--- config.mk ---
export PLATFORM = sky130hd
export DESIGN_NAME = multi_edge_detector
export DESIGN_NICKNAME = d
export VERILOG_FILES = /design/src/rtl/multi_edge_detector.sv
export SDC_FILE = /design/constraint.sdc
export NUM_CORES = 1
export LEC_CHECK = 0
export ABC_AREA = 0
export CAP_MARGIN = 20
export CORE_MARGIN = 5
export CORE_UTILIZATION = 51
export DETAILED_ROUTE_END_ITERATION = 10
export PLACE_DENSITY = 0.9
export SYNTH_ARGS = -nofsm -noshare
export SYNTH_HDL_FRONTEND = slang
export SYNTH_SLANG_ARGS = --single-unit
--- constraint.sdc ---
create_clock -name clock -period 2.1 [get_ports clock]
set_input_delay 0.42 -clock clock [delete_from_list [all_inputs] [get_ports clock]]
set_output_delay 0.42 -clock clock [all_outputs]
set_load 0.05 [all_outputs]
--- src/rtl/multi_edge_detector.sv ---
// rtl/multi_edge_detector.sv - multi-channel synchronised, glitch-filtered edge detector with sticky flags
// Each channel: sync chain -> stability filter -> mode-qualified edge pulse -> sticky flag; irq ORs stickies.
module multi_edge_detector #(
  parameter int CHANNELS      = 4,
  parameter int SYNC_STAGES   = 2,
  parameter int FILTER_CYCLES = 3
) (
  input  logic                  clock,
  input  logic                  reset_n,
  input  logic [CHANNELS-1:0]   data,
  input  logic [2*CHANNELS-1:0] mode,
  input  logic [CHANNELS-1:0]   clear,
  output logic [CHANNELS-1:0]   level,
  output logic [CHANNELS-1:0]   edge_detect,
  output logic [CHANNELS-1:0]   edge_type,
  output logic [CHANNELS-1:0]   sticky,
  output logic                  irq
);

  localparam int CNT_W = $clog2(FILTER_CYCLES + 1);
  localparam logic [CNT_W-1:0] CNT_LAST = CNT_W'(FILTER_CYCLES - 1);
  localparam logic [CNT_W-1:0] CNT_ONE  = CNT_W'(1);

  logic [CHANNELS-1:0] sticky_next;

  genvar i;
  generate
    for (i = 0; i < CHANNELS; i++) begin : g_ch
      logic [SYNC_STAGES-1:0] sync_q;
      logic [CNT_W-1:0]       cnt_q;
      logic                   level_q;
      logic                   pulse_q;
      logic                   type_q;
      logic                   sticky_q;
      logic                   s;
      logic                   differ;
      logic                   accept;
      logic                   hit;

      assign s      = sync_q[SYNC_STAGES-1];
      assign differ = s ^ level_q;
      assign accept = differ && (cnt_q == CNT_LAST);
      // mode bit 0 enables rising (level 0->1), bit 1 enables falling (level 1->0)
      assign hit    = accept && (level_q ? mode[2*i+1] : mode[2*i]);
      assign sticky_next[i] = hit | (sticky_q & ~clear[i]);

      always_ff @(posedge clock or negedge reset_n) begin
        if (!reset_n) begin
          sync_q   <= '0;
          cnt_q    <= '0;
          level_q  <= 1'b0;
          pulse_q  <= 1'b0;
          type_q   <= 1'b0;
          sticky_q <= 1'b0;
        end else begin
          sync_q <= {sync_q[SYNC_STAGES-2:0], data[i]};
          if (!differ) begin
            cnt_q <= '0;
          end else if (accept) begin
            cnt_q   <= '0;
            level_q <= ~level_q;
          end else begin
            cnt_q <= cnt_q + CNT_ONE;
          end
          pulse_q <= hit;
          if (hit) begin
            type_q <= ~level_q;
          end
          sticky_q <= sticky_next[i];
        end
      end

      assign level[i]       = level_q;
      assign edge_detect[i] = pulse_q;
      assign edge_type[i]   = type_q;
      assign sticky[i]      = sticky_q;
    end
  endgenerate

  // irq is registered from the same next-state as sticky so the two always agree
  always_ff @(posedge clock or negedge reset_n) begin
    if (!reset_n) begin
      irq <= 1'b0;
    end else begin
      irq <= |sticky_next;
    end
  end

endmodule

* Word level (Yosys, flattened, before mapping)
Cells that the tools add are included.
** Storage, ports and cells
- Flip-flop bits (word level) :: 33
- Bits of input ports :: 18
- Output and inout port bits :: 17
- Logic and storage cells :: 78
** Cells by class
- Add/subtract/negate cells :: 4
- Equality and inequality tests :: 4
- Multiplexer cells :: 12
- Bitwise gates (word level) :: 20
- Reduce and logical (&&, ||, !) cells :: 13
** Operators by type and width (count)
- 2-bit 2-to-1 mux :: 8
- 2-bit by 1-bit adder with 2-bit output (second input constant) :: 4
- 2-bit == test (second input constant) :: 4
- 1-bit logical AND :: 8
- 1-bit NOT :: 8
- 2-bit AND reduction :: 4
- 1-bit bitwise AND :: 4
- 1-bit 2-to-1 mux :: 4
- 1-bit bitwise OR :: 4
- 4-bit OR reduction :: 1
- 1-bit XOR :: 4

* Logic depth before layout (Yosys ltp)
Gate-level depths: netlist of run 1.
- Depth after elaboration :: 5
- Mapped depth :: 4
- Gate-level depth less buffers :: 4

* Worst setup path after synthesis of run 1
OpenSTA, ideal clock, no wires.
- Path kind :: register -> register
- From :: register g_ch[0].level_q
- To :: register irq
- Library setup time :: 139 ps
- Data arrival time :: 1232 ps
- Required time :: 1961 ps
- Slack :: 730 ps
- Stages on the path, launching flop included :: 5
- Path buffers :: 0
- Period minus slack after synthesis :: 1370 ps
- Cells stage by stage :: dfrtp_1 nand3b_1 a21oi_2 a21o_1 or4_1
** On the way
- Word-level cells in the longest chain between the ends :: 5
- Elaborated cells between the ends (all ways) :: 6
- Those cells by class :: mux (1); bitwise (2); reduce/logical (3)
** Ends and longest elaborated chain
- from (decl) :: line 31 : logic level_q;
- from (signal assigned) :: line 61 : level_q <= ~level_q;
- 1-bit XOR :: line 41 : assign differ = s ^ level_q;
- 1-bit logical AND :: line 42 : assign accept = differ && (cnt_q == CNT_LAST);
- 1-bit logical AND * :: line 44 : assign hit = accept && (level_q ? mode[2*i+1] : mode[2*i]);
- via g_ch[0].hit :: line 38 : logic hit;
- 1-bit bitwise OR * :: line 45 : assign sticky_next[i] = hit | (sticky_q & ~clear[i]);
- via sticky_next[0] :: line 24 : logic [CHANNELS-1:0] sticky_next;
- 4-bit OR reduction * :: line 85 : irq <= |sticky_next;
- to (signal assigned) :: line 85
- to (decl) :: line 17 : output logic irq
Mark *: on every way through the listed nets, which the timed path passes. The rest lies on a longest branch.
A chain may end at the register's enable or synchronous reset.

* Final worst setup path of run 1
- From :: register g_ch[0].level_q
- To :: output port level[0]
** RTL lines
- to (decl) :: line 13 : output logic [CHANNELS-1:0] level,
No word-level cell between the ends.

==> results of run 1 <==
synth_stat cells:
master                      n
sky130_fd_sc_hd__nor3_1     4
sky130_fd_sc_hd__inv_1      2
sky130_fd_sc_hd__or4_1      1
sky130_fd_sc_hd__a21oi_2    2
sky130_fd_sc_hd__nand2_1   12
sky130_fd_sc_hd__o21ai_1    4
sky130_fd_sc_hd__buf_4     16
sky130_fd_sc_hd__nor3b_1    4
sky130_fd_sc_hd__inv_2      1
sky130_fd_sc_hd__nor2b_1    4
sky130_fd_sc_hd__o21ai_0    4
sky130_fd_sc_hd__xnor2_1    4
sky130_fd_sc_hd__nand3b_1   8
sky130_fd_sc_hd__nand2b_1   8
sky130_fd_sc_hd__a21oi_1    2
sky130_fd_sc_hd__dfrtp_1   33
sky130_fd_sc_hd__a31oi_1    4
sky130_fd_sc_hd__clkinv_2   1
sky130_fd_sc_hd__a21o_1     4
through the flow:
stage | util (%) | hold WS [ns] | setup slack, ns | power [W]
floorplan | - | 0.124 | 0.730 | 0.00144
global placement | 64.3 | 0.332 | 0.291 | 0.00157
detailed placement | 64.3 | 0.339 | 0.241 | 0.00161
CTS | 66.3 | 0.359 | 0.0511 | 0.00193
global route | 66.5 | 0.376 | 0.00469 | 0.00204
finish | 66.5 | 0.356 | 0.0670 | 0.00191
registers in the layout, indices dropped and copies added, names as in the netlist:
name	flops
g_ch.cnt_q	8
g_ch.level_q	4
g_ch.pulse_q	4
g_ch.sticky_q	4
g_ch.sync_q	8
g_ch.type_q	4
irq	1
cells by family (layout without fill, tap and decap cells):
family	Yosys count	count (layout)	share of synthesized area [%]
compound gates	20	20	9.03
xor+xnor	4	4	2.58
buf+inv	20	47	10.0
flops	33	33	60.8
simple gates	41	41	17.5
final timing paths:
path	endpoint	slack (ns)	cells after the start
setup / recovery	level[0]	0.07	1
hold / removal	g_ch[0].sync_q[1]	0.36	0
setup reg to reg	irq	0.62	4
hold reg to reg	g_ch[0].sync_q[1]	0.36	0
max in group asynchronous	g_ch[0].sync_q[0]	1.34	2
min in group asynchronous	g_ch[2].pulse_q	0.48	2
report_power, final:
group / total (W) / switching, W / leakage, nW / internal (W)
Sequential: 0.000905 / 0.000132 / 0.407 / 0.000773
Clock: 0.000321 / 0.000188 / 0.0265 / 0.000133
Combinational: 0.000680 / 0.000405 / 0.340 / 0.000275
Total: 0.00191 / 0.000725 / 0.773 / 0.00118
per-layer routing:
| metal | up-vias | wire [um] |
|---|---|---|
| met2 | 32 | 1180 |
| li1 | 433 | - |
| met3 | 6 | 227 |
| met4 | 0 | 40 |
| met1 | 428 | 838 |
| met5 | - | 0 |
area by class of cell:
type / count / area, um^2
clock buffers: 8 / 48.8
fillers: 206 / 846
inverters: 4 / 16.3
multi-input cells: 65 / 395
flip-flops and latches: 33 / 826
well taps: 30 / 37.5
repair buffers: 35 / 353
==> parameters.txt, run 1 <==
Parameter                              Value

Clock tree
  Clock tree from TritonCTS    done
  Clk pin slew, worst setup/hold paths    0.09 ns
  Cell at the root of the clock tree    sky130_fd_sc_hd__clkbuf_4
  CTS Hold Buffers Added    0
  Post CTS Setup Buffer Count    0
  Skew-Pair Late Insertion Delay    0.32 ns
  Number of clock buffers inserted by TritonCTS    5
  H-tree depth    2
  Maximum count of clock buffers along a single path    2
  Post-CTS resize count    0
  Sinks on the clock net    33

Detailed routing
  Total via count after detailed routing    899
  First-iteration detailed-routing DRC count    34
  Routed via count divided by cell count    around 5.1
  Post-DRT Antenna Nets    0
  Count of unresolved DRC violations after routing    0
  Iteration count of the initial detailed-routing pass    4
  Sum of routed wire length over all layers    approximately 2300 um
  Routed wire per std cell    between 10 and 15 um

Cells and area
  Commonest cells after routing, fill and taps aside    sky130_fd_sc_hd__dfrtp_1, sky130_fd_sc_hd__clkdlybuf4s50_1, sky130_fd_sc_hd__nand2_1, sky130_fd_sc_hd__nand3b_1, sky130_fd_sc_hd__nand2b_1
  Layout cells sized above 1    6.90%
  N_diodes    0
  Final instance area    1680 um^2
  Most common cell after layout, fill and taps aside    sky130_fd_sc_hd__dfrtp_1
  Final #Nets    162
  Area Overhead vs Synth    23.5%
  Final cell count without fillers    175

Floorplanning
  Effective utilization at floorplan    53.8%
  Horiz. Die Dim    61.6 um
  Die area    3790 um^2
  Height of the die    61.6 um
  Area of the core    2520 um^2
  FP Rows    18
  Top-level I/O count    35

GRT
  First-pass GRT wire length    3910 um
  Antenna violations before repair    0
  Met3 Resource Use GR    6.92%
  Global-route usage over all layers    14.5%
  Met1 track demand over resource    16.3%
  Via count of the first global-routing pass    923
  Total global routing overflow    0
  Pin count of the biggest net entering global routing    34
  Met2 layer usage reported by global route    between 20 and 25%
  GR peak layer    met2

Setup path
  Worst Path Arrival    between 1.5 and 2 ns
  Crit-path max FO    6
  Delay-heaviest family, CP    buffers and inverters
  WP data required    1.68 ns
  Longest individual stage delay on the worst path    around 0.84 ns
  Crit Path Class    register to output pin
  Cell type of the slowest stage on the worst timing path    sky130_fd_sc_hd__clkdlybuf4s50_1
  Startpoint of the worst register-to-register path    g_ch[0].level_q
  Start point of the critical path    g_ch[0].level_q
  List of cells traversed by the critical path    clkdlybuf4s50_1
  Worst Path Buf+Inv    1
  Kind of launch point of the worst setup path    register
  Nature of the critical path endpoint    output pin

Logic synthesis
  Share of Yosys cell area claimed by the top area cell type    60.8%
  Syn nets    around 140
  Number of storage elements in the synthesis netlist    33
  Unique masters post-synth    19
  Share of synthesized area occupied by flip-flops and latches    60.8%
  Instance count of the mapped netlist    118
  Mean Syn Cell Area    around 12 um^2
  Number of warnings issued by yosys    0
  Leading cell types by total area after synthesis    sky130_fd_sc_hd__dfrtp_1, sky130_fd_sc_hd__buf_4, sky130_fd_sc_hd__nand3b_1
  Synth area leader    sky130_fd_sc_hd__dfrtp_1
  Post-Syn Area    1360 um^2

Job
  Max-cap violations    0

Timing
  Final setup skew    0.00362 ns
  Count of endpoints failing setup in the final report    0
  Total Neg Setup Slack    0 ns
  F_max    492 MHz
  Slew Limit Headroom    65.7%
  Crit share post-route    96.8%
  Final count of pins violating max slew    0
  Final period demand of the worst path    2.03 ns
  Hold Fails Final Rpt    0
  RSZ-0062 raised after global routing    no
  Worst-margin pin slew    0.513 ns

Placement
  IO buf count    34
  Post-DP HPWL    between 1500 and 2000 um
  Final weighted congestion in routability-driven placement    ~0.73
  Post-placement cell area    1620 um^2
  Cell count after placement    between 150 and 200

Power and ir drop
  Cell Pwr Density    1140 nW/um^2
  Leakage    0.773 nW
  IR Drop Worst-Case VDD    0.000739 V

Outcome
  Outcome    finished, final reports clean

Hold path
  Launch point of the worst hold path    g_ch[0].sync_q[0]
  Type of the worst min-delay path    register to register
No activity file was read; power rests on OpenSTA's default activity.
==> run 2: changes to the inputs <==
--- a/config.mk
+++ b/config.mk
@@ -11,6 +11,7 @@
 export CORE_UTILIZATION = 51
 export DETAILED_ROUTE_END_ITERATION = 10
 export PLACE_DENSITY = 0.9
+export SLEW_MARGIN = 20
 export SYNTH_ARGS = -nofsm -noshare
 export SYNTH_HDL_FRONTEND = slang
 export SYNTH_SLANG_ARGS = --single-unit
==> results of run 2 <==
Final layout, timing and power as in run 1 (identical DEF).
